--- src/rtl/bpm_int_capture.sv ---
// bpm_int_capture: latches the four integrated I/Q sums once per bunch window, when
// bunch_strb falls. Each record carries the count of strobe-high cycles in the window.
// Records go into a small first-word fall-through FIFO, which is read out over valid/ready.
// Optional build macro: BPM_CAP_TIMESTAMP_EN. It adds ts_out, a per-record sample of a
// free-running 32-bit cycle counter taken at the capture edge.
module bpm_int_capture #(
    parameter int DEPTH   = 4,
    parameter int CAP_DLY = 1,
    parameter int W       = 17
) (
    input  logic         clk,
    input  logic         rst_n,
    input  logic         bunch_strb,
    input  logic         dac_cond,
    input  logic [W-1:0] bpm1_i_in,
    input  logic [W-1:0] bpm1_q_in,
    input  logic [W-1:0] bpm2_i_in,
    input  logic [W-1:0] bpm2_q_in,
    input  logic         rd_ready,
    output logic         rd_valid,
    output logic [W-1:0] bpm1_i_out,
    output logic [W-1:0] bpm1_q_out,
    output logic [W-1:0] bpm2_i_out,
    output logic [W-1:0] bpm2_q_out,
    output logic [7:0]   nbunch_out,
    output logic [4:0]   fill,
    output logic         ovf,
    output logic [7:0]   ovf_cnt
`ifdef BPM_CAP_TIMESTAMP_EN
    ,
    output logic [31:0]  ts_out
`endif
);

    localparam int AW     = (DEPTH > 1) ? $clog2(DEPTH) : 1;
    localparam int FILL_W = 5;
    localparam int BASE_W = 4 * W + 8;
`ifdef BPM_CAP_TIMESTAMP_EN
    localparam int REC_W  = BASE_W + 32;
`else
    localparam int REC_W  = BASE_W;
`endif

    logic               bs_d;
    logic [CAP_DLY-1:0] cap_line;
    logic [7:0]         nb_cnt;
    logic               nb_restart;

    logic               fall;
    logic               cap_fire;
    logic               push;
    logic               abort_evt;
    logic               pop;
    logic               full;
    logic               wr_en;
    logic               drop;

    logic [AW-1:0]      wr_ptr;
    logic [AW-1:0]      rd_ptr;
    logic [AW-1:0]      rd_ptr_nxt;
    logic [FILL_W-1:0]  fill_after_pop;
    logic [FILL_W-1:0]  fill_nxt;

    logic [REC_W-1:0]   rec_in;
    logic [REC_W-1:0]   head_q;
    logic [REC_W-1:0]   head_nxt;
    logic [REC_W-1:0]   mem [DEPTH];

`ifdef BPM_CAP_TIMESTAMP_EN
    logic [31:0]        cyc_cnt;

    // Free-running cycle counter; it wraps, and records sample it at the capture edge.
    always_ff @(posedge clk or negedge rst_n) begin
        if (!rst_n) begin
            cyc_cnt <= '0;
        end else begin
            cyc_cnt <= cyc_cnt + 32'd1;
        end
    end

    assign rec_in = {cyc_cnt, nb_cnt, bpm2_q_in, bpm2_i_in, bpm1_q_in, bpm1_i_in};
    assign ts_out = head_q[BASE_W +: 32];
`else
    assign rec_in = {nb_cnt, bpm2_q_in, bpm2_i_in, bpm1_q_in, bpm1_i_in};
`endif

    // A window closes on the first low sample after a high one. The delay line lets the
    // integrator's output register settle before the sums are taken. An abort at either end
    // of the line kills that capture only; captures that overlap still flow through the line.
    assign fall      = bs_d & ~bunch_strb;
    assign cap_fire  = cap_line[CAP_DLY-1];
    assign push      = cap_fire & ~dac_cond;
    assign abort_evt = dac_cond & (fall | cap_fire);

    assign rd_valid  = (fill != '0);
    assign pop       = rd_valid & rd_ready;
    assign full      = (fill == FILL_W'(DEPTH));
    assign wr_en     = push & (~full | pop);
    assign drop      = push & full & ~pop;

    // Edge-detect register and capture delay line.
    always_ff @(posedge clk or negedge rst_n) begin
        if (!rst_n) begin
            bs_d     <= 1'b0;
            cap_line <= '0;
        end else begin
            bs_d     <= bunch_strb;
            cap_line <= (cap_line << 1) | CAP_DLY'(fall & ~dac_cond);
        end
    end

    // Count the strobe-high cycles of each window. Once a window has been captured or
    // aborted, the next high cycle starts the count over at 1.
    always_ff @(posedge clk or negedge rst_n) begin
        if (!rst_n) begin
            nb_cnt     <= 8'd0;
            nb_restart <= 1'b0;
        end else begin
            if (bunch_strb) begin
                if (nb_restart) begin
                    nb_cnt <= 8'd1;
                end else if (nb_cnt != 8'hFF) begin
                    nb_cnt <= nb_cnt + 8'd1;
                end
            end
            if (cap_fire || abort_evt) begin
                nb_restart <= 1'b1;
            end else if (bunch_strb) begin
                nb_restart <= 1'b0;
            end
        end
    end

    // Record storage; the contents need no reset because fill gates every read.
    always_ff @(posedge clk) begin
        if (wr_en) begin
            mem[wr_ptr] <= rec_in;
        end
    end

    // Work out the head record for the next cycle. If the pop leaves the FIFO empty and a
    // push lands on the same edge, the new record becomes the head at once. No read of the
    // slot being written is needed for that case.
    always_comb begin
        rd_ptr_nxt     = rd_ptr;
        if (pop) begin
            rd_ptr_nxt = rd_ptr + 1'b1;
        end
        fill_after_pop = fill - {{(FILL_W-1){1'b0}}, pop};
        fill_nxt       = fill_after_pop + {{(FILL_W-1){1'b0}}, wr_en};
        if (fill_after_pop == '0) begin
            head_nxt   = rec_in;
        end else begin
            head_nxt   = mem[rd_ptr_nxt];
        end
    end

    // Pointer, occupancy, overflow and head-register update. The head register holds its
    // value when the FIFO drains, so the outputs keep the last popped record.
    always_ff @(posedge clk or negedge rst_n) begin
        if (!rst_n) begin
            wr_ptr  <= '0;
            rd_ptr  <= '0;
            fill    <= '0;
            head_q  <= '0;
            ovf     <= 1'b0;
            ovf_cnt <= 8'd0;
        end else begin
            if (wr_en) begin
                wr_ptr <= wr_ptr + 1'b1;
            end
            rd_ptr <= rd_ptr_nxt;
            fill   <= fill_nxt;
            if (fill_nxt != '0) begin
                head_q <= head_nxt;
            end
            if (drop) begin
                ovf <= 1'b1;
                if (ovf_cnt != 8'hFF) begin
                    ovf_cnt <= ovf_cnt + 8'd1;
                end
            end
        end
    end

    assign bpm1_i_out = head_q[0 +: W];
    assign bpm1_q_out = head_q[W +: W];
    assign bpm2_i_out = head_q[2*W +: W];
    assign bpm2_q_out = head_q[3*W +: W];
    assign nbunch_out = head_q[4*W +: 8];

endmodule
--- config.mk ---
export PLATFORM = sky130hd
export DESIGN_NAME = bpm_int_capture
export DESIGN_NICKNAME = d
export VERILOG_FILES = /design/src/rtl/bpm_int_capture.sv
export SDC_FILE = /design/constraint.sdc
export NUM_CORES = 1
export LEC_CHECK = 0
export BUFFER_PORTS_ARGS = -buffer_cell sky130_fd_sc_hd__buf_2
export CAP_MARGIN = 0
export CORE_UTILIZATION = 40
export DETAILED_ROUTE_END_ITERATION = 6
export PLACE_DENSITY_LB_ADDON = 0.15
export RECOVER_POWER = 100
export SYNTH_ARGS = -nofsm -noshare
export SYNTH_HDL_FRONTEND = slang
export SYNTH_SLANG_ARGS = --single-unit
--- constraint.sdc ---
create_clock -name clk -period 4.5 [get_ports clk]
set_input_delay 0.45 -clock clk [delete_from_list [all_inputs] [get_ports clk]]
set_output_delay 0.45 -clock clk [all_outputs]
set_load 0.02 [all_outputs]
; ---- Yosys cells after proc, flatten, opt, wreduce, memory -nomap -nowiden
; Memory sizes are Yosys's and may differ from the RTL's.
; Cells that the tools add are included.
[classes]
n_eq_ne = 3
addsub = 6
n_bitwise = 14
n_reduce_logical = 8
mux = 8
[op_table]
columns = operator, n
row1 = $mux W76, 1
row2 = $add A8 B1 Y8 const B, 2
row3 = $mux W8, 2
row4 = $ne A8 B8 Y1 const B, 2
row5 = $reduce_bool A5 Y1, 2
row6 = $and A1 B1 Y1, 8
row7 = $add A5 B1 Y5, 1
row8 = $eq A5 B3 Y1 const B, 1
row9 = $logic_not A5 Y1, 1
row10 = $sub A5 B1 Y5, 1
row11 = $add A2 B1 Y2 const B, 2
row12 = $mux W1, 4
row13 = $not A1 Y1, 4
row14 = $reduce_and A2 Y1, 2
row15 = $reduce_bool A2 Y1, 2
row16 = $mux W2, 1
row17 = $or A1 B1 Y1, 2
row18 = $logic_or A1 B1 Y1, 1
[totals]
memories = 1
ramBits = 304
reg_bits = 105
elab_cells = 50
inputBits = 73
out_inout_bits = 91
[mem_list]
columns = memory, depth, width, rd, rd_ports_with_merged_regs, wr, line_no
row1 = mem, 4, 76, 1, 0, 1, 67  ; logic [REC_W-1:0] mem [DEPTH];

; ---- Logic depth before layout (Yosys ltp)
; Gate-level depths: netlist of the first run.
[depth]
ltp_word = 6
depth_mapped = 16
depth_no_buf = 13

; ---- Worst setup path after synthesis of the first run
; OpenSTA, ideal clock, no wires.
[synth_timing]
kind = register -> register
from = reg fill[1]
to = reg head_q[0]
t_arrival_ns = 3.362
required_ns = 4.381
synth_period_minus_slack_ns = 3.481
path_buffers = 3
stages_incl_launch_ff = 16
slack_ns = 1.019
setup_time_ns = 0.119
cell_sequence = dfrtp_1 -> nor4_2 -> a21bo_2 -> inv_2 -> ha_1 -> ha_1 -> inv_1 -> ha_1 -> nand2b_1 -> a41oi_1 -> xnor2_1 -> or3_1 -> buf_2 -> buf_4 -> buf_2 -> o21a_1
[synth_via]
elab_chain_len = 6
elab_cells_between_ends = 13
classes_between = 2 x add/sub / 1 x eq/ne / 2 x mux / 4 x bitwise / 3 x reduce/logical / 1 x memory
[synth_rtl]
columns = item, line_no
row1 = "start, declared", 26  ; output logic [4:0] fill,
row2 = "start signal, assigned", 173  ; fill <= fill_nxt;
row3 = "parallel branches: the longest is 4 deep, another holds $sub A5 B1 Y5", n/a
row4 = $add A5 B1 Y5 *, 150  ; fill_nxt = fill_after_pop + {{(FILL_W-1){1'b0}}, wr_en};
row5 = named net fill_nxt[4], 62  ; logic [FILL_W-1:0] fill_nxt;
row6 = $reduce_bool A5 Y1 *, 174  ; if (fill_nxt != '0) begin
row7 = "end signal, assigned", 175  ; head_q <= head_nxt;
row8 = "end, declared", 65  ; logic [REC_W-1:0] head_q;
; Mark *: on every way through the listed nets, which the timed path passes.
; A chain may end at the register's enable or synchronous reset.

; ---- Worst setup path in the final report of the first run
[layout_timing]
from = reg fill[1]
to = reg head_q[9]
; Same word-level chain as after synthesis.

==> impl_metrics.yaml, run 1 <==
run_status:
  status: "complete, but fails checks"
  violated_checks: "capacitance limit, slew limit"
worst_setup_path:
  critPathMaxFanout: 42
  setup.worst_path.start_class: "register"
  required_ns: 4.95
  setup.worst_path.class: "register to register"
  end_kind: "register"
  data_arrival_time_at_the_worst_slack_endpoint_ns: 4.45
power:
  pwr-share-clk_pct: 29.2
  power_leakage_uw: 0.006292
  switching_share_pct: 33.49
  p_seq_share_pct: 38.9
  p_int_uw: 8627
  worst_ir_drop_on_vdd_uv: 497.5
  power_per_cell_area_nw_per_um2: 686.2
  power_frac_comb_pct: 31.9
  power_spent_charging_and_discharging_nets_uw: 4344
sta:
  final-hold-violation-count: 0
  slew_viol_final: 244
  holdWs_ns: 0.07379
  max_slew.worst_pin.slew_ns: 2.462
  max_freq_mhz: 249.9
  min_period_ns: 4.002
  timing.slew.headroom_pct: -64.14
  worst_clock_skew_ns: 0.01250
  finalSetupViolations: 0
  setup-tns-final_ns: 0
  unrepaired_setup_endpoints_after_global_routing: "no"
  layout_worst_path_cycle_share_pct: 88.93
die:
  die_width_um: 202.4
  fp.dieH_um: 202.4
  floorplan.io_pins: 164
  initial_utilization_pct: 40.52
  core_region_area_um2: 39640
  design.die.area_um2: 40960
  rows: 73
clock_network:
  cts_tree: "yes"
  clkTransAtPathRegs_ns: 0.06
  numCtsBuffers: 44
  clock_sink_count: 409
  cts_root_buffer: "sky130_fd_sc_hd__clkbuf_16"
  post_cts_resize_count: 0
  cts_buffer_depth: 3
  post_cts_buffers: 0
  clk_latency_ns: 0.56
  ctsHtreeMaxLevel: 2
  hold_fix_buffer_count_after_cts: 0
synthesis:
  ys_dominant_reg_cell: "sky130_fd_sc_hd__edfxtp_1"
  synth-seq-cells: 409
  synth_cell_types: 46
  syn_area_um2: 16060
  synth-seq-area-share_pct: 73.19
  ys.warnings.count: 0
  post_synth_inst_count: 1056
  asyncSetResetFlopFracSynth_pct: 25.67
  synth_nets: 1139
  synth_edf_count: 304
  syn-mean-instance-area_um2: 15.21
route:
  postRouteWirelength_um: 37150
  drt-met1-wl_um: 17250
  wire_per_inst_um: 20.86
  firstDrtPassIters: 5
  routed-wl-met2_um: 17330
  met3_wirelength_um: 1979
  top_layer_used: "met5"
  drt_iter0_markers: 521
  vias: 9442
  detail-route-antenna-nets: 0
  via_per_inst: 5.302
  route.detailed.drc: 0
hold_path:
  holdCritPathClass: "input pin to register"
global_route:
  grt.overflow.total: 0
  largest_net_degree_at_the_start_of_global_routing: 66
  grt_util_all_layers_pct: 18.64
  vias_in_the_first_global_route: 9899
  grt_first_pass_wirelength_um: 58340
  grt_antenna_before_repair: 3
finish:
  most_common_cell_after_layout_fill_and_taps_aside: "sky130_fd_sc_hd__edfxtp_1"
  multi_input_area_um2: 3969
  mostFrequentLayoutCells: "sky130_fd_sc_hd__edfxtp_1 (304), sky130_fd_sc_hd__clkbuf_1 (174), sky130_fd_sc_hd__dfrtp_1 (104)"
  fin_util_pct: 47.68
  drive_above_1_share_pct: 14.35
  final-seq-area_um2: 11760
  final_net_count: 1301
  area_overhead_vs_synth_pct: 17.68
  number_of_fill_cells_in_the_layout: 3556
placement:
  gp_routability_congestion: 0.7232
  portBuffers: 163
  hpwl_um: 20660
flow_run:
  max-cap-violations: 6
[final timing paths]
kind / start / endpoint / slack (ns) / cells after the start
setup / recovery: fill[1]$_DFF_PN0_ / head_q[9]$_DFFE_PN0P_ / 0.50 / 14
hold / removal: dac_cond / cap_fire$_DFF_PN0_ / 0.07 / 2
setup reg to reg: fill[1]$_DFF_PN0_ / head_q[9]$_DFFE_PN0P_ / 0.50 / 14
hold reg to reg: cap_fire$_DFF_PN0_ / nb_restart$_DFFE_PN0P_ / 0.47 / 1
max in group asynchronous: rst_n / head_q[37]$_DFFE_PN0P_ / 1.04 / 2
min in group asynchronous: rst_n / nb_cnt[1]$_DFFE_PN0P_ / 0.39 / 1
[synthesized netlist by cell type (all sizes together), types with 3 or more instances]
| cell type | count | area (um2) |
|---|---|---|
| o21a | 75 | 563.0 |
| inv | 12 | 45.04 |
| mux2 | 78 | 878.3 |
| edfxtp | 304 | 9129 |
| o21ai | 6 | 30.03 |
| and3 | 3 | 18.77 |
| nor2b | 5 | 31.28 |
| and2 | 5 | 31.28 |
| nor3 | 4 | 20.02 |
| xnor2 | 14 | 148.9 |
| mux2i | 4 | 40.04 |
| nand3 | 4 | 20.02 |
| nor3b | 5 | 42.54 |
| a21oi | 6 | 30.03 |
| nand2b | 5 | 31.28 |
| nand2 | 89 | 334.1 |
| or3 | 3 | 18.77 |
| dfrtp | 105 | 2628 |
| clkbuf | 37 | 138.9 |
| nor2 | 79 | 296.5 |
| o22ai | 77 | 481.7 |
| o311ai | 75 | 656.9 |
| buf | 33 | 171.4 |
| ha | 10 | 125.1 |
[cell type report]
| cell class | instances | area share, % |
|---|---|---|
| Clock buffer | 69 | 7.076 |
| Inverter | 12 | 0.2383 |
| Antenna cell | 2 | 0.02648 |
| Sequential cell | 409 | 62.22 |
| Clock inverter | 13 | 1.066 |
| Tap cell | 525 | 3.475 |
| Multi-Input combinational cell | 565 | 21.00 |
| Timing Repair Buffer | 186 | 4.905 |
[power by group through the flow]
stage | combinational [uW] | sequential [uW] | clock [uW]
2_1_floorplan | 2580 | 5460 | 0
3_3_place_gp | 4340 | 5110 | 0
3_5_place_dp | 4400 | 5130 | 0
4_1_cts | 4420 | 5060 | 3890
5_1_grt | 4550 | 5130 | 4030
6_report | 4130 | 5050 | 3790
[per-stage QoR]
step | worst slack (ns) | area [um2] | power (uW) | instances
2_1_floorplan | 1.019 | 16060 | 8032 | 1056
3_3_place_gp | 0.5879 | 17600 | 9448 | 1697
3_5_place_dp | 0.4943 | 17600 | 9526 | 1697
4_1_cts | 0.4740 | 19140 | 13360 | 1779
5_1_grt | 0.2134 | 18900 | 13710 | 1779
6_report | 0.4982 | 18900 | 12970 | 1781
[state kept, by name (all words and copies together), names as in the netlist]
register	flops
head_q	76
rd_ptr	2
fill	5
ovf_cnt	8
wr_ptr	2
nb_restart	1
mem	304
ovf	1
nb_cnt	8
bs_d	1
cap_fire	1
[critical path: stages, from the launching register on]
cell and delay [ns]:
sky130_fd_sc_hd__dfrtp_1 0.43, sky130_fd_sc_hd__nor4_2 0.41, sky130_fd_sc_hd__a21bo_1 0.32, sky130_fd_sc_hd__inv_2 0.11, sky130_fd_sc_hd__ha_1 0.23, sky130_fd_sc_hd__ha_1 0.31, sky130_fd_sc_hd__inv_1 0.06, sky130_fd_sc_hd__ha_1 0.22
sky130_fd_sc_hd__nand2b_1 0.15, sky130_fd_sc_hd__a41oi_1 0.24, sky130_fd_sc_hd__xnor2_1 0.16, sky130_fd_sc_hd__or3_4 0.50, sky130_fd_sc_hd__buf_4 0.37, sky130_fd_sc_hd__o311ai_0 0.19, sky130_fd_sc_hd__o21a_1 0.15
[routing by layer]
| metal | GRT usage, % | vias to the layer above |
|---|---|---|
| li1 | - | 4411 |
| met2 | 29.94 | 216 |
| met4 | 5.424 | 6 |
| met1 | 25.19 | 4767 |
| met5 | 0 | - |
| met3 | 4.402 | 42 |
[kinds of logic after synthesis]
logic type                 Yosys count  share of synthesized area [%]
adders and majority gates           10                         0.7790
muxes                               82                          5.718
AOI/OAI and AO/OA                  247                          11.37
xor gates and xnor gates            16                          1.036
buffers and inverters               82                          2.212
DFF                                409                          73.19
and+or+nand+nor                    210                          5.694
Power figures use the tool's default switching activity.
==> inputs of run 2 (changes only) <==
--- a/config.mk
+++ b/config.mk
@@ -9,8 +9,10 @@
 export CAP_MARGIN = 0
 export CORE_UTILIZATION = 40
 export DETAILED_ROUTE_END_ITERATION = 6
+export GPL_TIMING_DRIVEN = 0
 export PLACE_DENSITY_LB_ADDON = 0.15
 export RECOVER_POWER = 100
+export SKIP_CTS_REPAIR_TIMING = 1
 export SYNTH_ARGS = -nofsm -noshare
 export SYNTH_HDL_FRONTEND = slang
 export SYNTH_SLANG_ARGS = --single-unit
==> impl_metrics.yaml, run 2 (synthesis results as in run 1) <==
run_status:
  status: "complete, but fails checks"
  violated_checks: "capacitance limit, slew limit"
finish:
  antenna_cells: 0
  drive_above_1_share_pct: 14.26
  largest_reg_flops: 304
  area_overhead_vs_synth_pct: 17.19
  number_of_fill_cells_in_the_layout: 3585
  biggestRegsByFlops: "mem x304, head_q x76"
  max_flop_register: "mem"
  most_common_cell_after_layout_fill_and_taps_aside: "sky130_fd_sc_hd__edfxtp_1"
  final-instance-count-excl-fill: 1829
  final_net_count: 1353
  mostFrequentLayoutCells: "sky130_fd_sc_hd__edfxtp_1 (304), sky130_fd_sc_hd__clkbuf_1 (211), sky130_fd_sc_hd__dfrtp_1 (105)"
  postLayoutCellArea_um2: 18820
route:
  detail-route-antenna-nets: 0
  firstDrtPassIters: 5
  route.detailed.drc: 0
  drt_iter0_markers: 556
  via_per_inst: 5.346
  vias: 9778
  wire_per_inst_um: 21.42
  postRouteWirelength_um: 39170
worst_setup_path:
  setup.worst_path.start_class: "register"
  required_ns: 4.93
  reg2reg_from: "fill[1]$_DFF_PN0_"
  setup.worst_path.start: "fill[1]$_DFF_PN0_"
  end_kind: "register"
  regToRegSetupSlack_ns: 0.35
  critPathMaxFanout: 10
  data_arrival_time_at_the_worst_slack_endpoint_ns: 4.58
  setup.worst_path.class: "register to register"
die:
  rows: 73
  core_region_area_um2: 39640
  die_width_um: 202.4
  fp.dieH_um: 202.4
  design.die.area_um2: 40960
  floorplan.io_pins: 164
  initial_utilization_pct: 40.52
sta:
  unrepaired_setup_endpoints_after_global_routing: "no"
  worst_clock_skew_ns: 0.01167
  finalSetupViolations: 0
  max_freq_mhz: 240.9
  layout_worst_path_cycle_share_pct: 92.24
  min_period_ns: 4.151
  max_slew.worst_pin.slew_ns: 2.408
  postLayoutSetupSlackWorst_ns: 0.3490
  final-hold-violation-count: 0
  holdWs_ns: 0.06155
  timing.slew.headroom_pct: -60.51
  slew_viol_final: 132
  setup-tns-final_ns: 0
global_route:
  largest_net_degree_at_the_start_of_global_routing: 66
  grt_util_all_layers_pct: 19.50
  grt.overflow.total: 0
  grt_antenna_before_repair: 2
  grt_first_pass_wirelength_um: 60710
  vias_in_the_first_global_route: 9947
placement:
  post_dp_cell_area_um2: 17680
  placedCellCount: 1749
  placement.setup.worst_slack_ns: 0.07969
  portBuffers: 163
  gp_routability_congestion: 0.7351
  hpwl_um: 23970
clock_network:
  ctsHtreeMaxLevel: 2
  cts_buffer_depth: 3
  numCtsBuffers: 44
  cts_tree: "yes"
  clock_sink_count: 409
  clkTransAtPathRegs_ns: 0.06
  cts_root_buffer: "sky130_fd_sc_hd__clkbuf_16"
  clk_latency_ns: 0.55
power:
  power_leakage_uw: 0.006283
  power_per_cell_area_nw_per_um2: 682.0
  worst_ir_drop_on_vdd_uv: 326.9
hold_path:
  holdCritPathClass: "input pin to register"
  hold_start: "bunch_strb"
flow_run:
  max-cap-violations: 4
## run 2: metrics by stage
step           utilization [%]  power (uW)
5_1_grt                  47.48       13580
3_5_place_dp             44.60        9636
2_1_floorplan                -        8032
4_1_cts                  48.15       13170
3_3_place_gp             44.23        9574
6_report                 47.48       12840
## run 2: cell type report
type	count	area, um2	share of cell area (%)
multi-input cells	565	3928	20.87
well taps	525	656.9	3.490
clock inverters	7	33.78	0.1795
plain buffers	69	312.8	1.662
clock buffers	73	1371	7.285
repair buffers	169	719.4	3.822
inverters	12	45.04	0.2393
flip-flops and latches	409	11760	62.46
## run 2: routing by layer
| metal | wire [um] | global-route usage [%] |
|---|---|---|
| met3 | 1771 | 3.257 |
| met5 | 25 | 0 |
| met1 | 17560 | 26.98 |
| met2 | 19010 | 31.68 |
| met4 | 798 | 5.532 |
## run 2: path summary, 6_finish.rpt
path,to,cells past startpoint
max,head_q[9]$_DFFE_PN0P_,15
max reg2reg,head_q[9]$_DFFE_PN0P_,15
max in group asynchronous,head_q[34]$_DFFE_PN0P_,2
min in group asynchronous,head_q[70]$_DFFE_PN0P_,2
min,bs_d$_DFF_PN0_,1
min reg2reg,ovf$_DFFE_PN0P_,1
## run 2: power breakdown
group | internal, uW | leakage [uW] | switching (uW)
clock network | 2070 | 0.000697 | 1430
logic | 1660 | 0.00162 | 2710
registers | 4640 | 0.00397 | 343
total | 8360 | 0.00628 | 4470
## run 2: worst max-delay path, cell delays in order (launching register included)
cell,delay [ns]
sky130_fd_sc_hd__dfrtp_1,0.43
sky130_fd_sc_hd__nor4_2,0.44
sky130_fd_sc_hd__a21bo_2,0.27
sky130_fd_sc_hd__inv_2,0.09
sky130_fd_sc_hd__ha_1,0.22
sky130_fd_sc_hd__ha_1,0.30
sky130_fd_sc_hd__inv_1,0.06
sky130_fd_sc_hd__ha_1,0.22
sky130_fd_sc_hd__nand2b_1,0.15
sky130_fd_sc_hd__a41oi_1,0.24
sky130_fd_sc_hd__xnor2_1,0.10
sky130_fd_sc_hd__or3_1,0.34
sky130_fd_sc_hd__clkbuf_2,0.30
sky130_fd_sc_hd__clkbuf_4,0.36
sky130_fd_sc_hd__clkbuf_2,0.27
sky130_fd_sc_hd__o21a_1,0.22
